### src/rtl/cn_seq_pkg.sv
// Shared constants for the CryptoNight engine sequencer: state encoding, engine modes and
// the start-synchronizer guard length.
package cn_seq_pkg;

  typedef logic [3:0] state_t;

  localparam state_t StIdle      = 4'd0;
  localparam state_t StLoad      = 4'd1;
  localparam state_t StSetupGo   = 4'd2;
  localparam state_t StSetupWait = 4'd3;
  localparam state_t StIlGo      = 4'd4;
  localparam state_t StIlWait    = 4'd5;
  localparam state_t StMlGo      = 4'd6;
  localparam state_t StMlWait    = 4'd7;
  localparam state_t StFlGo      = 4'd8;
  localparam state_t StFlWait    = 4'd9;
  localparam state_t StDrRd      = 4'd10;
  localparam state_t StDrCap     = 4'd11;
  localparam state_t StDrHold    = 4'd12;
  localparam state_t StErr       = 4'd13;

  localparam logic [1:0] MODE_FL    = 2'd0;
  localparam logic [1:0] MODE_IL    = 2'd1;
  localparam logic [1:0] MODE_SETUP = 2'd2;

  // Cycles after ctrl_start during which sts_finished is not trusted.
  localparam int unsigned START_GUARD = 2;

  function automatic logic is_go(input state_t s);
    return s inside {StSetupGo, StIlGo, StMlGo, StFlGo};
  endfunction

  function automatic logic is_wait(input state_t s);
    return s inside {StSetupWait, StIlWait, StMlWait, StFlWait};
  endfunction

  function automatic logic is_drain(input state_t s);
    return s inside {StDrRd, StDrCap, StDrHold};
  endfunction

endpackage

### src/rtl/cn_seq_watchdog.sv
// Per-phase watchdog: cleared when a phase is launched, counts while waiting on it, and flags
// expiry on the cycle the count would reach its all-ones terminal value.
module cn_seq_watchdog #(
  parameter int unsigned TIMEOUT_LOG2 = 24
) (
  input  logic clk,
  input  logic reset_n,
  input  logic clear,
  input  logic enable,
  output logic expire
);

  logic [TIMEOUT_LOG2-1:0] cnt_q;
  logic [TIMEOUT_LOG2-1:0] cnt_d;

  assign cnt_d  = cnt_q + TIMEOUT_LOG2'(1);
  assign expire = enable & ~clear & (&cnt_d);

  always_ff @(posedge clk) begin
    if (!reset_n) begin
      cnt_q <= '0;
    end else if (clear) begin
      cnt_q <= '0;
    end else if (enable) begin
      cnt_q <= cnt_d;
    end
  end

endmodule

### src/rtl/cn_seq_ctrl.sv
// Host-side sequencer for the CryptoNight IL/FL engine: loads the Keccak state into the engine
// buffer, walks setup / IL / main loop / FL, then streams the finalization words out.
module cn_seq_ctrl
  import cn_seq_pkg::*;
#(
  parameter int unsigned LOAD_WORDS   = 16,
  parameter int unsigned STORE_BASE   = 8,
  parameter int unsigned STORE_WORDS  = 8,
  parameter int unsigned TIMEOUT_LOG2 = 24
) (
  input  logic         clk,
  input  logic         reset_n,
  input  logic         in_valid,
  output logic         in_ready,
  input  logic [127:0] in_data,
  output logic         out_valid,
  input  logic         out_ready,
  output logic [127:0] out_data,
  output logic         ctrl_start,
  output logic [1:0]   ctrl_mode,
  input  logic         sts_running,
  input  logic         sts_finished,
  output logic [7:0]   reg_address,
  output logic         reg_write,
  output logic [127:0] reg_wrdata,
  input  logic [127:0] reg_rddata,
  output logic         ml_start,
  input  logic         ml_done,
  output logic         busy,
  output logic         error
);

  localparam int unsigned LoadCntW  = $clog2(LOAD_WORDS + 1);
  localparam int unsigned DrainCntW = $clog2(STORE_WORDS + 1);
  localparam int unsigned GuardW    = $clog2(START_GUARD + 1);

  localparam logic [LoadCntW-1:0]  LoadLast  = LoadCntW'(LOAD_WORDS - 1);
  localparam logic [DrainCntW-1:0] DrainLast = DrainCntW'(STORE_WORDS - 1);
  localparam logic [GuardW-1:0]    GuardDone = GuardW'(START_GUARD);

  if (STORE_BASE + STORE_WORDS > 128) begin : gen_cfg_check
    $error("cn_seq_ctrl: drain window exceeds the 128-entry buffer");
  end

  state_t                 state_q, state_d;
  logic [LoadCntW-1:0]    load_cnt_q, load_cnt_d;
  logic [DrainCntW-1:0]   drain_cnt_q, drain_cnt_d;
  logic [GuardW-1:0]      guard_q, guard_d;
  logic [1:0]             ctrl_mode_q;
  logic [127:0]           out_data_q;
  logic                   out_valid_q;

  logic in_hs;
  logic finished_ok;
  logic wd_clear;
  logic wd_enable;
  logic wd_expire;

  // Engine status is informational only; sequencing keys off sts_finished.
  logic unused_sts_running;
  assign unused_sts_running = sts_running;

  assign wd_clear  = is_go(state_q);
  assign wd_enable = is_wait(state_q);

  cn_seq_watchdog #(
    .TIMEOUT_LOG2 (TIMEOUT_LOG2)
  ) u_watchdog (
    .clk     (clk),
    .reset_n (reset_n),
    .clear   (wd_clear),
    .enable  (wd_enable),
    .expire  (wd_expire)
  );

  assign in_ready    = reset_n & ((state_q == StIdle) | (state_q == StLoad));
  assign in_hs       = in_valid & in_ready;
  assign finished_ok = sts_finished & (guard_q == GuardDone);

  always_comb begin
    state_d     = state_q;
    load_cnt_d  = load_cnt_q;
    drain_cnt_d = drain_cnt_q;
    guard_d     = guard_q;

    if (is_go(state_q)) begin
      guard_d = '0;
    end else if (is_wait(state_q) && (guard_q != GuardDone)) begin
      guard_d = guard_q + GuardW'(1);
    end

    unique case (state_q)
      StIdle, StLoad: begin
        if (in_hs) begin
          if (load_cnt_q == LoadLast) begin
            load_cnt_d = '0;
            state_d    = StSetupGo;
          end else begin
            load_cnt_d = load_cnt_q + LoadCntW'(1);
            state_d    = StLoad;
          end
        end
      end
      StSetupGo: state_d = StSetupWait;
      StIlGo:    state_d = StIlWait;
      StFlGo:    state_d = StFlWait;
      // Finished wins over a simultaneous watchdog expiry.
      StSetupWait: begin
        if (finished_ok)    state_d = StIlGo;
        else if (wd_expire) state_d = StErr;
      end
      StIlWait: begin
        if (finished_ok)    state_d = StMlGo;
        else if (wd_expire) state_d = StErr;
      end
      StFlWait: begin
        if (finished_ok) begin
          drain_cnt_d = '0;
          state_d     = StDrRd;
        end else if (wd_expire) begin
          state_d = StErr;
        end
      end
      StMlGo:   state_d = ml_done ? StFlGo : StMlWait;
      StMlWait: begin
        if (ml_done)        state_d = StFlGo;
        else if (wd_expire) state_d = StErr;
      end
      StDrRd:  state_d = StDrCap;
      StDrCap: state_d = StDrHold;
      StDrHold: begin
        if (out_ready) begin
          if (drain_cnt_q == DrainLast) begin
            drain_cnt_d = '0;
            state_d     = StIdle;
          end else begin
            drain_cnt_d = drain_cnt_q + DrainCntW'(1);
            state_d     = StDrRd;
          end
        end
      end
      StErr:   state_d = StErr;
      default: state_d = StIdle;
    endcase
  end

  always_ff @(posedge clk) begin
    if (!reset_n) begin
      state_q     <= StIdle;
      load_cnt_q  <= '0;
      drain_cnt_q <= '0;
      guard_q     <= '0;
      ctrl_mode_q <= MODE_FL;
      out_data_q  <= '0;
      out_valid_q <= 1'b0;
    end else begin
      state_q     <= state_d;
      load_cnt_q  <= load_cnt_d;
      drain_cnt_q <= drain_cnt_d;
      guard_q     <= guard_d;

      // Mode only moves on entry to a launch state, never mid-phase.
      if (state_d == StSetupGo) begin
        ctrl_mode_q <= MODE_SETUP;
      end else if (state_d == StIlGo) begin
        ctrl_mode_q <= MODE_IL;
      end else if (state_d == StFlGo) begin
        ctrl_mode_q <= MODE_FL;
      end

      if (state_q == StDrCap) begin
        out_data_q  <= reg_rddata;
        out_valid_q <= 1'b1;
      end else if ((state_q == StDrHold) && out_ready) begin
        out_valid_q <= 1'b0;
      end
    end
  end

  always_comb begin
    reg_address = '0;
    if (in_ready) begin
      reg_address = 8'(load_cnt_q);
    end else if (is_drain(state_q)) begin
      reg_address = 8'(STORE_BASE) + 8'(drain_cnt_q);
    end
  end

  assign reg_write  = in_hs;
  assign reg_wrdata = in_ready ? in_data : '0;

  assign ctrl_start = reset_n & ((state_q == StSetupGo) | (state_q == StIlGo) |
                                 (state_q == StFlGo));
  assign ml_start   = reset_n & (state_q == StMlGo);
  assign ctrl_mode  = ctrl_mode_q;
  assign out_data   = out_data_q;
  assign out_valid  = out_valid_q;
  assign busy       = (state_q != StIdle) & (state_q != StErr);
  assign error      = (state_q == StErr);

endmodule

### config.mk
export PLATFORM = sky130hd
export DESIGN_NAME = cn_seq_ctrl
export DESIGN_NICKNAME = d
export VERILOG_FILES = /design/src/rtl/cn_seq_pkg.sv /design/src/rtl/cn_seq_watchdog.sv /design/src/rtl/cn_seq_ctrl.sv
export SDC_FILE = /design/constraint.sdc
export NUM_CORES = 1
export LEC_CHECK = 0
export ABC_AREA = 1
export CORE_AREA = 2 2 210 212
export CTS_CLUSTER_DIAMETER = 50
export DETAILED_ROUTE_END_ITERATION = 12
export DIE_AREA = 0 0 212 214
export PLACE_DENSITY = 0.59
export SYNTH_ARGS = -nofsm -noshare
export SYNTH_HDL_FRONTEND = slang
export SYNTH_SLANG_ARGS = --single-unit
### constraint.sdc
create_clock -name clk -period 2.69 [get_ports clk]
set_input_delay 0.269 -clock clk [delete_from_list [all_inputs] [get_ports clk]]
set_output_delay 0.269 -clock clk [all_outputs]
set_load 0.01 [all_outputs]
# == After elaboration in Yosys (flattened, before gate mapping) ==
# Index checks and enable logic that the tools add are counted.
# op_classes
n_bitwise,13
n_shift,0
muxes,24
div,0
multipliers,0
n_eq_ne,23
reduce_logical,17
order_cmp,0
add_sub_neg,5
# op_table
op,n
two-way mux 128 bit,1
one-hot mux 4 bit (13 select lines),1
two-way mux 4 bit,12
"== test 4 bit, second input constant",7
"adder 24 x 1 -> 24 bit, second input constant",1
"== test 4 x 3 -> 1 bit, second input constant",6
AND reduction 24 bit,1
two-way mux 5 bit,3
"== test 4 x 2 -> 1 bit, second input constant",3
nonzero test 4 bit,3
AND 1 bit,8
two-way mux 2 bit,4
one-hot mux 4 bit (2 select lines),1
"inequality test 2 bit, second input constant",3
nonzero test 2 bit,3
nonzero test 3 bit,2
OR reduction 2 bit,3
"adder 4 x 4 -> 5 bit, first input constant",1
"adder 5 x 1 -> 5 bit, second input constant",1
"== test 5 x 4 -> 1 bit, second input constant",1
"adder 4 x 1 -> 4 bit, second input constant",1
"== test 4 x 1 -> 1 bit, second input constant",1
zero test 4 bit,1
"inequality test 4 bit, second input constant",1
other kinds (8),13
# word_totals
rom_bits,0
regBits,170
mem_count,0
output_inout_bits,273
mem_bits_rw,0
latchBits,0
inputBits,263

# == Depth between registers and ports, before layout ==
# Gate-level depths: netlist (run 1).
# depth
word_depth,12
mapped_depth,19
mapped_depth_nobuf,19

# == Modules after synthesis ==
# A second synthesis (run 1) with hierarchy kept.
# hier_totals
hier_cells,1344
hier_area_um2,8361.8
# modules_own_cells
module,area_each_um2,cells_each,instances,seq_area_each_um2
cn_seq_ctrl,6647.6,1052,1,2922.8
cn_seq_watchdog,1714.1,292,1,480.5

# == Least setup slack after synthesis (run 1) ==
# Ideal clock, no wire load.
# synth_path
path_type,flip-flop to flip-flop
from,register u_watchdog.cnt_q[1]
to,register ctrl_mode_q[1] (netlist: ctrl_mode[1])
path_slack_ns,0.649
stages_incl_launch_ff,19
t_arrival_ns,1.910
required_time_ns,2.559
path_cell_list,dfxtp_1 -> ha_1 -> nand2_2 -> nor2_4 -> nand2_4 -> nor2_4 -> nand2_1 -> nand2_1 -> nand2_1 -> nor2_1 -> nand2_1 -> nor2_1 -> nand2_1 -> nand3_1 -> nand3_1 -> nor2_2 -> nand2_2 -> nand3_2 -> a21oi_2
# synth_between
elab_chain_len,9
# synth_rtl
item,line,rtl
"start, declared",cn_seq_watchdog.sv:13,logic [TIMEOUT_LOG2-1:0] cnt_q;
"start signal, assigned",cn_seq_watchdog.sv:25,cnt_q <= cnt_d;
adder 24 x 1 -> 24 bit *,cn_seq_watchdog.sv:16,assign cnt_d = cnt_q + TIMEOUT_LOG2'(1);
AND reduction 24 bit *,cn_seq_watchdog.sv:17,assign expire = enable & ~clear & (&cnt_d);
AND 1 bit *,cn_seq_watchdog.sv:17,
two-way mux 4 bit *,--,
two-way mux 4 bit (on tied branches),--,
one-hot mux 4 bit (13 select lines) *,cn_seq_ctrl.sv:92,unique case (state_q)
== test 4 x 3 -> 1 bit,cn_seq_ctrl.sv:165,end else if (state_d == StIlGo) begin
two-way mux 2 bit,cn_seq_ctrl.sv:165,
two-way mux 2 bit,cn_seq_ctrl.sv:163,if (state_d == StSetupGo) begin
"end signal, assigned",cn_seq_ctrl.sv:164,ctrl_mode_q <= MODE_SETUP;
"end signal, assigned",cn_seq_ctrl.sv:166,ctrl_mode_q <= MODE_IL;
"end signal, assigned",cn_seq_ctrl.sv:168,ctrl_mode_q <= MODE_FL;
"end, declared",cn_seq_ctrl.sv:49,logic [1:0] ctrl_mode_q;
# Every way passes the cells marked *; elsewhere a longest branch is shown, timed or not.
# A chain may end at the register's enable or synchronous reset.

# == Worst setup path after layout (run 1) ==
# layout_path
from,register state_q[3]
to,output port reg_wrdata[118]
# layout_between
elab_chain_len,4
# layout_rtl
item,line,rtl
"start, declared",cn_seq_ctrl.sv:45,"state_t state_q, state_d;"
"start signal, assigned",cn_seq_ctrl.sv:149,state_q <= StIdle;
"start signal, assigned",cn_seq_ctrl.sv:157,state_q <= state_d;
== test 4 x 1 -> 1 bit or zero test 4 bit (tied branches),cn_seq_ctrl.sv:76,assign in_ready = reset_n & ((state_q == StIdle) | (state_q == StLoad));
bitwise OR 1 bit *,cn_seq_ctrl.sv:76,
AND 1 bit *,cn_seq_ctrl.sv:76,
two-way mux 128 bit *,cn_seq_ctrl.sv:190,assign reg_wrdata = in_ready ? in_data : '0;
"end, declared",cn_seq_ctrl.sv:25,"output logic [127:0] reg_wrdata,"
# Marked as above.

==> results of run 1 <==
-- per-stage QoR --
step | cells | setup WS, ns | hold slack, ns | util | power (W)
2_1_floorplan | 1317 | 0.649 | 0.404 | - | 0.00280
5_1_grt | 2410 | -0.0137 | 0.163 | 0.347 | 0.00620
6_report | 2410 | 0.0947 | 0.164 | 0.347 | 0.00596
3_3_place_gp | 2377 | 0.336 | 0.457 | 0.331 | 0.00344
4_1_cts | 2409 | -0.00213 | 0.140 | 0.345 | 0.00606
3_5_place_dp | 2377 | 0.327 | 0.458 | 0.331 | 0.00344
-- timing repair --
| action | CTS | global route |
|---|---|---|
| resized for setup | 4 | 23 |
| setup endpoints to repair | 75 | 130 |
| hold buffers | 0 | 0 |
| gates cloned | 0 | 1 |
-- metal layers --
| metal | GRT usage | share of wire | vias up |
|---|---|---|---|
| met5 | 0 | 0 | - |
| met4 | 0.0549 | 0.024 | 0 |
| met3 | 0.0503 | 0.091 | 35 |
| met2 | 0.255 | 0.48 | 387 |
| met1 | 0.164 | 0.40 | 4397 |
| li1 | - | - | 4989 |
-- layout by cell type, fill, tap and decap left out, types with 3 or more instances in the layout --
master	instances
sky130_fd_sc_hd__a21oi_1	31
sky130_fd_sc_hd__nor3_1	7
sky130_fd_sc_hd__clkdlybuf4s50_1	508
sky130_fd_sc_hd__nand2_4	3
sky130_fd_sc_hd__inv_1	201
sky130_fd_sc_hd__nor2_4	6
sky130_fd_sc_hd__inv_6	5
sky130_fd_sc_hd__clkbuf_16	18
sky130_fd_sc_hd__dlygate4sd2_1	3
sky130_fd_sc_hd__conb_1	3
sky130_fd_sc_hd__dlymetal6s2s_1	19
sky130_fd_sc_hd__o21ai_0	148
sky130_fd_sc_hd__o21bai_1	4
sky130_fd_sc_hd__nand2_1	133
sky130_fd_sc_hd__nor2_2	5
sky130_fd_sc_hd__clkinv_2	3
sky130_fd_sc_hd__dfxtp_1	169
sky130_fd_sc_hd__nor2_1	449
sky130_fd_sc_hd__buf_12	3
sky130_fd_sc_hd__buf_4	8
sky130_fd_sc_hd__o21ai_1	7
sky130_fd_sc_hd__nand2_2	6
sky130_fd_sc_hd__inv_2	6
sky130_fd_sc_hd__nand4_1	7
sky130_fd_sc_hd__a211oi_1	6
sky130_fd_sc_hd__o211ai_1	5
sky130_fd_sc_hd__nand3_1	27
sky130_fd_sc_hd__ha_1	5
sky130_fd_sc_hd__a21oi_2	3
-- worst paths after layout --
check | slack [ns] | end | depth (start not counted) | start
setup / recovery | 0.09 | reg_wrdata[118] | 7 | state_q[3]$_SDFF_PN0_
hold / removal | 0.16 | state_q[1]$_SDFF_PN0_ | 3 | reset_n
setup reg to reg | 0.32 | ctrl_mode[1]$_SDFFE_PN0P_ | 18 | u_watchdog.cnt_q[1]$_SDFFE_PP0P_
hold reg to reg | 0.47 | load_cnt_q[4]$_SDFFE_PN0P_ | 2 | load_cnt_q[4]$_SDFFE_PN0P_
-- final cells by class --
| class | instances | share of cell area |
|---|---|---|
| clock buffer | 18 | 0.0295 |
| clock inverter | 14 | 0.0107 |
| inverter | 208 | 0.0526 |
| multi-input combinational | 871 | 0.258 |
| sequential | 170 | 0.229 |
| tap | 585 | 0.0491 |
| timing repair buffer | 544 | 0.371 |
-- cell families after synthesis --
kind of cell    Yosys count  share of synthesized area
flops                   170                      0.411
simple gates            652                      0.318
compound gates          209                      0.134
fa+ha+maj                 5                    0.00756
xor+xnor                  2                    0.00212
buf+inv                 276                      0.127
other cells               1                   0.000453
-- power breakdown --
group	switching (W)	total [W]	internal [W]
Combinational	0.000310	0.000864	0.000554
Clock	0.00116	0.00258	0.00142
Sequential	0.00000338	0.00252	0.00252
-- state kept, by name (all words and copies together) (netlist names) --
signal            cells
out_valid             1
ctrl_mode             2
u_watchdog.cnt_q     24
guard_q               2
drain_cnt_q           4
state_q               4
out_data            128
load_cnt_q            5
-- tightest hold or removal path, delay by kind of cell --
| kind | cells | cell delay, ns |
|---|---|---|
| and+or+nand+nor | 1 | 0.08 |
| buffers and inverters | 2 | 0.21 |
==> impl_table.tex, run 1 <==
\begin{tabular}{lr}
\hline
Metric & Value \\
\hline
\multicolumn{2}{l}{\textbf{Cells and area}} \\
\quad Fill cell total of the finished layout & 4486 \\
\quad Final cell area excluding filler cells & 14900 um\^{}2 \\
\quad Final nets & 2080 \\
\quad Sequential standard cell area & 3400 um\^{}2 \\
\quad Synthesis-to-finish area growth & 80.1\% \\
\quad Multi-input logic area & 3850 um\^{}2 \\
\quad Share of layout cells above drive strength 1 & 0.0449 \\
\quad Antenna fix cells & 0 \\
\multicolumn{2}{l}{\textbf{Route}} \\
\quad DRC violation count after routing & 0 \\
\quad Total number of vias & 9808 \\
\quad Routed wire length per instance & 14.3 um \\
\quad Vias per cell & 4.07 \\
\quad Initial DRT Pass Iterations & 5 \\
\quad Number of nets with antenna violations after routing & 0 \\
\quad Initial detailed-routing violation count & 428 \\
\quad Detailed-route wire length & 34500 um \\
\multicolumn{2}{l}{\textbf{CTS}} \\
\quad TritonCTS Sinks & 170 \\
\quad CTS tree & done \\
\quad \# H-tree levels & 4 \\
\quad Clock input transition at the sequential cells of the worst setup and hold paths & 0.07 ns \\
\quad Number of buffers on the longest clock path & 2 \\
\quad TritonCTS Buffers & 17 \\
\quad Setup repair bufs after CTS & 0 \\
\quad Source-to-sink clock delay at the later pin of the worst-skew pair & 0.46 ns \\
\quad Root Driver & sky130\_fd\_sc\_hd\_\_clkbuf\_16 \\
\multicolumn{2}{l}{\textbf{Timing}} \\
\quad Unrepaired setup endpoints after global routing & yes \\
\quad Number of pins with negative max-slew slack in the final report & 0 \\
\quad Maximum frequency from static timing analysis & 385 MHz \\
\quad Hold Fails Final Rpt & 0 \\
\quad Final worst-path cycle share & 0.965 \\
\quad Final critical-path required period & 2.60 ns \\
\quad Total of endpoints with negative setup slack in the final report & 0 \\
\quad Tightest Pin Transition & 0.688 ns \\
\quad Post-route clock skew & 0.0103 ns \\
\quad Accumulated negative setup slack & 0 ns \\
\quad Slew headroom & 0.541 \\
\multicolumn{2}{l}{\textbf{Synth}} \\
\quad Number of flip-flops and latches in the synthesized netlist & 170 \\
\quad Synthesized netlist cell count & 1315 \\
\quad Yosys top cell area share & 0.411 \\
\quad Number of warnings printed during yosys synthesis & 0 \\
\quad Fraction of registers with async set/reset & 0 \\
\quad Post-synthesis cell type with the largest combined area & sky130\_fd\_sc\_hd\_\_dfxtp\_1 \\
\quad Synthesized area per cell & 6.29 um\^{}2 \\
\quad Cell with the most instances after synthesis & sky130\_fd\_sc\_hd\_\_nor2\_1 \\
\quad Cell area after synthesis & 8270 um\^{}2 \\
\quad Number of different library cells in the post-synthesis netlist & 36 \\
\quad Synth top area cells & sky130\_fd\_sc\_hd\_\_dfxtp\_1 41\%, sky130\_fd\_sc\_hd\_\_nor2\_1 21\%, sky130\_fd\_sc\_hd\_\_inv\_1 9.2\% \\
\quad Commonest register cell after synthesis & sky130\_fd\_sc\_hd\_\_dfxtp\_1 \\
\quad Number of enable-type register cells in the synthesized netlist & 0 \\
\quad Leading cell types by count after synthesis & 452 x sky130\_fd\_sc\_hd\_\_nor2\_1, 202 x sky130\_fd\_sc\_hd\_\_inv\_1, 170 x sky130\_fd\_sc\_hd\_\_dfxtp\_1, 148 x sky130\_fd\_sc\_hd\_\_o21ai\_0, 134 x sky130\_fd\_sc\_hd\_\_nand2\_1 \\
\quad Sequential fraction of the synthesis area & 0.411 \\
\multicolumn{2}{l}{\textbf{Critical path}} \\
\quad Worst EP required & 2.42 ns \\
\quad Critical path launch point type & flop \\
\quad Most frequent cell on the critical path & sky130\_fd\_sc\_hd\_\_nor2\_2 \\
\quad Number of buffer and inverter stages on the critical path & 3 \\
\quad Arrival time of data at the critical path endpoint & 2.33 ns \\
\quad Slowest cell on the critical path & sky130\_fd\_sc\_hd\_\_clkdlybuf4s50\_1 \\
\quad Kind of cell with the highest combined delay on the critical path & buffers and inverters \\
\quad Endpoint kind of the worst setup timing path & output pin \\
\quad List of cells traversed by the critical path & nor2\_2 -> inv\_1 -> nor2\_2 -> nand2\_4 -> buf\_6 -> nor2\_1 -> clkdlybuf4s50\_1 \\
\quad Biggest cell delay along the critical path & 0.57 ns \\
\quad Crit Path Class & reg2out \\
\quad Critical-path maximum fanout & 37 \\
\multicolumn{2}{l}{\textbf{Global route}} \\
\quad Number of antenna violations at the first check in global routing & 0 \\
\quad Wire length of the first global-routing pass & 52100 um \\
\quad Maximum number of pins on one net before global-route repair & 129 \\
\quad Number of global-route vias before repair & 9376 \\
\quad Overflow left after global routing & 0 \\
\quad Global routing usage summed across all routing layers & 0.147 \\
\multicolumn{2}{l}{\textbf{Status}} \\
\quad Status & finished, final reports clean \\
\multicolumn{2}{l}{\textbf{Placed design}} \\
\quad Final estimated routing congestion in global placement & 0.914 \\
\quad Placed Instance Area & 14200 um\^{}2 \\
\quad Count of buffers from port buffering & 531 \\
\quad Post-detailed-placement half-perimeter wirelength & 26000 um \\
\multicolumn{2}{l}{\textbf{Pwr}} \\
\quad Power per unit of standard cell area & 400 nW/um\^{}2 \\
\quad Worst vdd ir & 0.000461 V \\
\quad LEAKAGE & 6.69 nW \\
\multicolumn{2}{l}{\textbf{Job}} \\
\quad Number of maximum-capacitance constraint violations & 0 \\
\multicolumn{2}{l}{\textbf{Floorplan}} \\
\quad Core area & 42900 um\^{}2 \\
\quad Horiz. Die Dim & 212 um \\
\quad Die area & 45400 um\^{}2 \\
\quad Vertical die dimension & 214 um \\
\quad Number of placement rows & 76 \\
\quad \# IOs & 536 \\
\quad Effective utilization at floorplan & 0.193 \\
\multicolumn{2}{l}{\textbf{Hold path}} \\
\quad Hold Path Class & in2reg \\
\hline
\end{tabular}
(Power assumes the default switching activity.)
==> inputs of run 2 (changes only) <==
==> constraint.sdc (replaced) <==
create_clock -name clk -period 2.69 [get_ports clk]
set_input_delay 0.4035 -clock clk [delete_from_list [all_inputs] [get_ports clk]]
set_output_delay 0.4035 -clock clk [all_outputs]
set_load 0.01 [all_outputs]
==> impl_table.tex, run 2 (synthesized netlist as in run 1, its figures left out) <==
\begin{tabular}{lr}
\hline
Metric & Value \\
\hline
\multicolumn{2}{l}{\textbf{Critical path}} \\
\quad Arrival time of data at the critical path endpoint & 2.22 ns (-0.11 ns) \\
\quad Kind of cell with the highest combined delay on the critical path & buffers and inverters \\
\quad Slowest cell on the critical path & sky130\_fd\_sc\_hd\_\_clkdlybuf4s50\_1 \\
\quad Depth of the most critical reg-to-reg path & 18 (unchanged) \\
\quad Number of buffer and inverter stages on the critical path & 2 (-1) \\
\quad Reg-to-reg slack, setup & 0.29 ns (-0.03 ns) \\
\quad Critical R2R Launch & u\_watchdog.cnt\_q[1]\$\_SDFFE\_PP0P\_ \\
\quad Critical path launch point type & flop \\
\quad Reg-to-Reg End & ctrl\_mode[1]\$\_SDFFE\_PN0P\_ \\
\quad List of cells traversed by the critical path & nor2\_2 -> inv\_1 -> nor2\_4 -> nand2\_2 -> nor2\_1 -> clkdlybuf4s50\_1 \\
\quad Endpoint kind of the worst setup timing path & output pin \\
\quad Critical-path maximum fanout & 4 (-89\%) \\
\quad Biggest cell delay along the critical path & 0.60 ns (+0.03 ns) \\
\quad Crit Path Class & reg2out \\
\quad Worst EP required & 2.29 ns (-0.13 ns) \\
\multicolumn{2}{l}{\textbf{Placed design}} \\
\quad Placed cells & 2378 (+0.042\%) \\
\quad Placed Instance Area & 14200 um\^{}2 (about the same) \\
\quad Count of buffers from port buffering & 531 (unchanged) \\
\quad Final estimated routing congestion in global placement & 0.893 (-2.2\%) \\
\quad Post-detailed-placement half-perimeter wirelength & 25900 um (-0.44\%) \\
\multicolumn{2}{l}{\textbf{Cells and area}} \\
\quad Synthesis-to-finish area growth & 84.0\% \\
\quad Final cell area excluding filler cells & 15200 um\^{}2 (+2.2\%) \\
\quad Highest-count cells in the layout ignoring fill and taps & 447 x sky130\_fd\_sc\_hd\_\_nor2\_1, 401 x sky130\_fd\_sc\_hd\_\_clkdlybuf4s50\_1, 201 x sky130\_fd\_sc\_hd\_\_inv\_1 \\
\quad Final nets & 2086 (+0.29\%) \\
\quad Fill cell total of the finished layout & 4434 (-1.2\%) \\
\quad Post-route insts no fill & 2416 (+0.25\%) \\
\quad Antenna fix cells & 0 (unchanged) \\
\quad Most common cell after layout, fill and taps aside & sky130\_fd\_sc\_hd\_\_nor2\_1 \\
\quad Share of layout cells above drive strength 1 & 0.0497 (+0.00477) \\
\quad Flip-flop count of the largest register, all copies and words added & 128 (unchanged) \\
\multicolumn{2}{l}{\textbf{Global route}} \\
\quad Met3 Use GR & 0.0510 (+0.000733) \\
\quad Top Usage Layer GRT & met2 \\
\quad Overflow left after global routing & 0 (unchanged) \\
\quad Global routing usage summed across all routing layers & 0.142 (-0.00445) \\
\quad Number of global-route vias before repair & 9205 (-1.8\%) \\
\quad Maximum number of pins on one net before global-route repair & 129 (unchanged) \\
\quad Met1 track utilization from global routing & 0.156 (-0.00818) \\
\quad Met2 global-route usage & 0.250 (-0.00481) \\
\quad Number of antenna violations at the first check in global routing & 0 (unchanged) \\
\quad Wire length of the first global-routing pass & 50500 um (-3.1\%) \\
\multicolumn{2}{l}{\textbf{Pwr}} \\
\quad Worst vdd ir & 0.000467 V (+1.3\%) \\
\quad Proportion of power drawn by combinational gates & 0.140 (-0.005) \\
\quad Internal power contribution & 0.00451 W (+0.55\%) \\
\quad Psw & 0.00150 W (+1.9\%) \\
\quad Power per unit of standard cell area & 395 nW/um\^{}2 (-1.3\%) \\
\quad LEAKAGE & 8.10 nW (+21\%) \\
\quad Clock network power share & 0.441 (+0.009) \\
\quad Switching Fraction & 0.250 (+0.00257) \\
\quad Sequential group share of total power & 0.419 (-0.004) \\
\multicolumn{2}{l}{\textbf{Floorplan}} \\
\quad Vertical die dimension & 214 um (unchanged) \\
\quad \# IOs & 536 (unchanged) \\
\quad Core area & 42900 um\^{}2 (unchanged) \\
\quad Effective utilization at floorplan & 0.193 (unchanged) \\
\quad Die area & 45400 um\^{}2 (unchanged) \\
\quad Horiz. Die Dim & 212 um (unchanged) \\
\quad Number of placement rows & 76 (unchanged) \\
\multicolumn{2}{l}{\textbf{Timing}} \\
\quad Final critical-path required period & 2.63 ns (+0.0307 ns) \\
\quad Slew headroom & 0.239 (-0.302) \\
\quad Accumulated negative setup slack & 0 ns (unchanged) \\
\quad Final worst-path cycle share & 0.976 (+0.0114) \\
\quad Hold Fails Final Rpt & 0 (unchanged) \\
\quad Number of pins with negative max-slew slack in the final report & 0 (unchanged) \\
\quad Maximum frequency from static timing analysis & 381 MHz (-1.2\%) \\
\quad Unrepaired setup endpoints after global routing & no \\
\quad Tightest Pin Transition & 1.14 ns (+0.453 ns) \\
\quad Post-route clock skew & 0.0103 ns (+0.0000456 ns) \\
\quad Total of endpoints with negative setup slack in the final report & 0 (unchanged) \\
\multicolumn{2}{l}{\textbf{Hold path}} \\
\quad Endpoint of the worst hold path & state\_q[1]\$\_SDFF\_PN0\_ \\
\quad Critical hold path startpoint & reset\_n \\
\quad Hold Path Class & in2reg \\
\quad Min-Delay Path Depth & 3 (unchanged) \\
\multicolumn{2}{l}{\textbf{CTS}} \\
\quad TritonCTS Buffers & 17 (unchanged) \\
\quad CTS tree & done \\
\quad Number of buffers on the longest clock path & 2 (unchanged) \\
\quad Root Driver & sky130\_fd\_sc\_hd\_\_clkbuf\_16 \\
\quad TritonCTS Sinks & 170 (unchanged) \\
\quad Source-to-sink clock delay at the later pin of the worst-skew pair & 0.46 ns (about the same) \\
\quad Clock input transition at the sequential cells of the worst setup and hold paths & 0.07 ns (about the same) \\
\quad \# H-tree levels & 4 (unchanged) \\
\multicolumn{2}{l}{\textbf{Route}} \\
\quad DRC violation count after routing & 0 (unchanged) \\
\quad Routed wire length per instance & 14.3 um (-0.21\%) \\
\quad Detailed-route wire length & 34500 um (about the same) \\
\quad Initial DRT Pass Iterations & 5 (unchanged) \\
\quad Vias per cell & 4.07 (about the same) \\
\quad Initial detailed-routing violation count & 356 (-17\%) \\
\quad Number of nets with antenna violations after routing & 0 (unchanged) \\
\quad Total number of vias & 9827 (+0.19\%) \\
\multicolumn{2}{l}{\textbf{Job}} \\
\quad Number of maximum-capacitance constraint violations & 0 (unchanged) \\
\multicolumn{2}{l}{\textbf{Status}} \\
\quad Status & finished, final reports clean \\
\hline
\end{tabular}
-- run 2: changes by cell type in the layout (fill, tap and decap cells not counted), sizes merged, moves of 2 or more --
cell           before  now
buf                13   18
clkdlybuf4s50     508  401
clkinv              5    2
dlygate4sd2         3   14
dlymetal6s2s       19  115
inv               215  217
-- run 2: worst max path at each step --
stage	cells after the start	start	end	slack (ns)
finish	6	state_q[3]$_SDFF_PN0_	reg_wrdata[60]	0.06
global route	6	state_q[3]$_SDFF_PN0_	reg_wrdata[60]	0.001
floorplan	18	u_watchdog.cnt_q[1]$_SDFFE_PP0P_	ctrl_mode[1]$_SDFFE_PN0P_	0.65
CTS	7	state_q[3]$_SDFF_PN0_	reg_wrdata[29]	-0.04
global placement	7	state_q[2]$_SDFF_PN0_	reg_wrdata[117]	0.27
detailed placement	7	state_q[2]$_SDFF_PN0_	reg_wrdata[117]	0.28
-- run 2: repair_timing --
item,4_1_cts,5_1_grt
cloned,0,3
pin swaps,1,0
endpoints found under the setup margin,128,120
hold buffers,0,0
buffers inserted,2,1
hold endpoints to repair,0,0
resized for setup,20,121
-- run 2: metrics by stage --
stage / setup WS (ns) / power (W) / hold WS, ns / util
final: 0.0641 / 0.00602 / 0.281 / 0.355
after global routing: 0.00145 / 0.00625 / 0.278 / 0.355
after CTS: -0.0388 / 0.00613 / 0.231 / 0.346
after detailed placement: 0.279 / 0.00344 / 0.463 / 0.332
after global placement: 0.265 / 0.00344 / 0.457 / 0.332
after floorplan: 0.649 / 0.00280 / 0.438 / -
-- run 2: area by class of cell --
| type | count | area, um^2 | area share |
|---|---|---|---|
| inverters | 208 | 783 | 0.0514 |
| clock buffers | 19 | 453 | 0.0297 |
| clock inverters | 13 | 169 | 0.0111 |
| repair buffers | 549 | 5810 | 0.382 |
| well taps | 585 | 732 | 0.0481 |
| flip-flops and latches | 170 | 3410 | 0.224 |
| multi-input cells | 872 | 3870 | 0.254 |
-- run 2: power by group through the flow --
stage | Sequential (W) | Combinational (W) | Clock [W]
after floorplan | 0.00258 | 0.000218 | 0
after global placement | 0.00258 | 0.000857 | 0
after detailed placement | 0.00258 | 0.000861 | 0
after CTS | 0.00252 | 0.000862 | 0.00275
after global routing | 0.00252 | 0.000903 | 0.00283
final | 0.00252 | 0.000844 | 0.00265
-- run 2: worst register-to-register path, delay by kind of cell, from the launching register on --
| family | cells | cell delay [ns] |
|---|---|---|
| AOI/OAI and AO/OA | 2 | 0.11 |
| and+or+nand+nor | 15 | 1.50 |
| adders and majority gates | 1 | 0.24 |
| DFF | 1 | 0.43 |
-- run 2: layer usage --
metal | share of wire | routed length [um]
met1 | 0.40 | 13700
met2 | 0.49 | 16800
met5 | 0 | 0
met3 | 0.095 | 3270
met4 | 0.022 | 744
==> inputs of run 3 (changes only) <==
--- a/config.mk
+++ b/config.mk
@@ -14,3 +14,4 @@
 export SYNTH_ARGS = -nofsm -noshare
 export SYNTH_HDL_FRONTEND = slang
 export SYNTH_SLANG_ARGS = --single-unit
+export TNS_END_PERCENT = 30
==> impl_table.tex, run 3 (synthesized netlist as in run 1, its figures left out) <==
\begin{tabular}{lr}
\hline
Metric & Value \\
\hline
\multicolumn{2}{l}{\textbf{Timing}} \\
\quad Number of pins with negative max-slew slack in the final report & 0 (unchanged) \\
\quad Post-route clock skew & 0.0106 ns (+0.000257 ns) \\
\quad Maximum frequency from static timing analysis & 382 MHz (+0.37\%) \\
\quad Tightest Pin Transition & 1.14 ns (-0.000752 ns) \\
\quad Slew headroom & 0.240 (+0.000501) \\
\quad Unrepaired setup endpoints after global routing & yes \\
\quad Final worst-path cycle share & 0.973 (-0.00360) \\
\quad Final critical-path required period & 2.62 ns (-0.00967 ns) \\
\quad Total of endpoints with negative setup slack in the final report & 0 (unchanged) \\
\quad Hold Fails Final Rpt & 0 (unchanged) \\
\quad Worst hold slack & 0.281 ns (-0.000775 ns) \\
\multicolumn{2}{l}{\textbf{CTS}} \\
\quad Clock input transition at the sequential cells of the worst setup and hold paths & 0.07 ns (about the same) \\
\quad Hold buffer count at CTS & 0 (unchanged) \\
\quad Root Driver & sky130\_fd\_sc\_hd\_\_clkbuf\_16 \\
\quad Number of buffers on the longest clock path & 2 (unchanged) \\
\quad TritonCTS Buffers & 17 (unchanged) \\
\quad TritonCTS Sinks & 170 (unchanged) \\
\quad \# H-tree levels & 4 (unchanged) \\
\quad Source-to-sink clock delay at the later pin of the worst-skew pair & 0.46 ns (about the same) \\
\quad CTS tree & done \\
\multicolumn{2}{l}{\textbf{Route}} \\
\quad Number of nets with antenna violations after routing & 0 (unchanged) \\
\quad Initial detailed-routing violation count & 325 (-8.7\%) \\
\quad Vias per cell & 4.07 (about the same) \\
\quad Routed wire length per instance & 14.3 um (-0.21\%) \\
\quad Initial DRT Pass Iterations & 5 (unchanged) \\
\quad DRC violation count after routing & 0 (unchanged) \\
\quad Detailed-route wire length & 34400 um (-0.29\%) \\
\quad Total number of vias & 9826 (-0.010\%) \\
\multicolumn{2}{l}{\textbf{Global route}} \\
\quad Maximum number of pins on one net before global-route repair & 129 (unchanged) \\
\quad Global routing usage summed across all routing layers & 0.142 (about the same) \\
\quad Wire length of the first global-routing pass & 50500 um (about the same) \\
\quad Number of antenna violations at the first check in global routing & 0 (unchanged) \\
\quad Overflow left after global routing & 0 (unchanged) \\
\quad Number of global-route vias before repair & 9207 (+0.022\%) \\
\multicolumn{2}{l}{\textbf{Pwr}} \\
\quad Switching Fraction & 0.251 (+0.000699) \\
\quad Worst vdd ir & 0.000468 V (+0.11\%) \\
\quad Psw & 0.00151 W (+0.36\%) \\
\quad Power, Total & 0.00602 W (about the same) \\
\quad Proportion of power drawn by combinational gates & 0.140 (about the same) \\
\quad LEAKAGE & 8.10 nW (about the same) \\
\quad Power per unit of standard cell area & 396 nW/um\^{}2 (+0.18\%) \\
\quad Internal power contribution & 0.00451 W (about the same) \\
\quad Sequential group share of total power & 0.419 (about the same) \\
\quad Clock network power share & 0.441 (about the same) \\
\multicolumn{2}{l}{\textbf{Placed design}} \\
\quad Count of buffers from port buffering & 531 (unchanged) \\
\quad Final estimated routing congestion in global placement & 0.893 (unchanged) \\
\quad Placed cells & 2378 (unchanged) \\
\quad Placed Instance Area & 14200 um\^{}2 (unchanged) \\
\quad Post-detailed-placement half-perimeter wirelength & 25900 um (unchanged) \\
\multicolumn{2}{l}{\textbf{Critical path}} \\
\quad Critical path launch point type & flop \\
\quad Worst EP required & 2.29 ns (about the same) \\
\quad Endpoint kind of the worst setup timing path & output pin \\
\quad Arrival time of data at the critical path endpoint & 2.21 ns (about the same) \\
\quad Critical-path maximum fanout & 37 (+33) \\
\quad Crit Path Class & reg2out \\
\multicolumn{2}{l}{\textbf{Cells and area}} \\
\quad Share of layout cells above drive strength 1 & 0.0487 (-0.00104) \\
\quad Most common cell after layout, fill and taps aside & sky130\_fd\_sc\_hd\_\_nor2\_1 \\
\quad Flip-flop count of the largest register, all copies and words added & 128 (unchanged) \\
\quad Final nets & 2084 (-0.096\%) \\
\quad Antenna fix cells & 0 (unchanged) \\
\quad Highest-count cells in the layout ignoring fill and taps & 447 x sky130\_fd\_sc\_hd\_\_nor2\_1, 401 x sky130\_fd\_sc\_hd\_\_clkdlybuf4s50\_1, 201 x sky130\_fd\_sc\_hd\_\_inv\_1 \\
\quad Final core utilization & 0.355 (about the same) \\
\quad Post-route insts no fill & 2414 (-0.083\%) \\
\quad Final cell area excluding filler cells & 15200 um\^{}2 (about the same) \\
\quad Synthesis-to-finish area growth & 83.9\% (about the same) \\
\multicolumn{2}{l}{\textbf{Floorplan}} \\
\quad Effective utilization at floorplan & 0.193 (unchanged) \\
\quad Horiz. Die Dim & 212 um (unchanged) \\
\quad Vertical die dimension & 214 um (unchanged) \\
\quad Number of placement rows & 76 (unchanged) \\
\quad Core area & 42900 um\^{}2 (unchanged) \\
\quad \# IOs & 536 (unchanged) \\
\quad Die area & 45400 um\^{}2 (unchanged) \\
\multicolumn{2}{l}{\textbf{Hold path}} \\
\quad Hold Path Class & in2reg \\
\multicolumn{2}{l}{\textbf{Job}} \\
\quad Number of maximum-capacitance constraint violations & 0 (unchanged) \\
\multicolumn{2}{l}{\textbf{Status}} \\
\quad Status & finished, final reports clean \\
\hline
\end{tabular}
## run 3: changes by cell type in the layout (fill, tap and decap cells not counted), sizes merged
cell and change:
dlymetal6s2s +1, dlygate4sd2 -1, buf -2
## run 3: area by class of cell
| type | count | area, um^2 |
|---|---|---|
| Clock buffer | 19 | 453 |
| Clock inverter | 13 | 169 |
| Fill cell | 4433 | 27700 |
| Inverter | 208 | 783 |
| Multi-Input combinational cell | 872 | 3870 |
| Sequential cell | 170 | 3410 |
| Tap cell | 585 | 732 |
| Timing Repair Buffer | 547 | 5790 |
## run 3: critical path: stages (launching register included)
cell and delay [ns]:
sky130_fd_sc_hd__dfxtp_2 0.35, sky130_fd_sc_hd__nor2_2 0.15, sky130_fd_sc_hd__inv_1 0.11, sky130_fd_sc_hd__nor2_4 0.19, sky130_fd_sc_hd__nand2_8 0.13, sky130_fd_sc_hd__buf_12 0.19, sky130_fd_sc_hd__nor2_1 0.09, sky130_fd_sc_hd__clkdlybuf4s50_1 0.54
## run 3: worst paths after layout
check	startpoint	depth (start not counted)	slack [ns]	to
setup / recovery	state_q[2]$_SDFF_PN0_	7	0.07	reg_wrdata[118]
hold / removal	reset_n	3	0.28	state_q[1]$_SDFF_PN0_
setup reg to reg	u_watchdog.cnt_q[1]$_SDFFE_PP0P_	18	0.30	ctrl_mode[1]$_SDFFE_PN0P_
hold reg to reg	load_cnt_q[4]$_SDFFE_PN0P_	2	0.47	load_cnt_q[4]$_SDFFE_PN0P_
## run 3: per-stage QoR
step / setup slack [ns] / setup TNS (ns)
3_5_place_dp: 0.279 / 0
3_3_place_gp: 0.265 / 0
4_1_cts: -0.0388 / -0.323
2_1_floorplan: 0.649 / 0
5_1_grt: -0.0478 / -0.0529
6_report: 0.0737 / 0
## run 3: power by group through the flow
stage	clock (W)	sequential [W]	combinational, W
finish	0.00266	0.00252	0.000841
CTS	0.00275	0.00252	0.000862
global route	0.00283	0.00252	0.000900
detailed placement	0	0.00258	0.000861
global placement	0	0.00258	0.000857
floorplan	0	0.00258	0.000218
## run 3: routing by layer
layer / track usage / share of wire
met2: 0.250 / 0.49
met4: 0.0516 / 0.022
met1: 0.156 / 0.40
met5: 0 / 0
met3: 0.0510 / 0.094
## run 3: timing repair
| item | 4_1_cts | 5_1_grt |
|---|---|---|
| endpoints found under the setup margin | 128 | 121 |
| pin swaps | 1 | 2 |
| gates resized for setup | 19 | 122 |
| setup buffers | 2 | 0 |
| gates cloned | 0 | 2 |
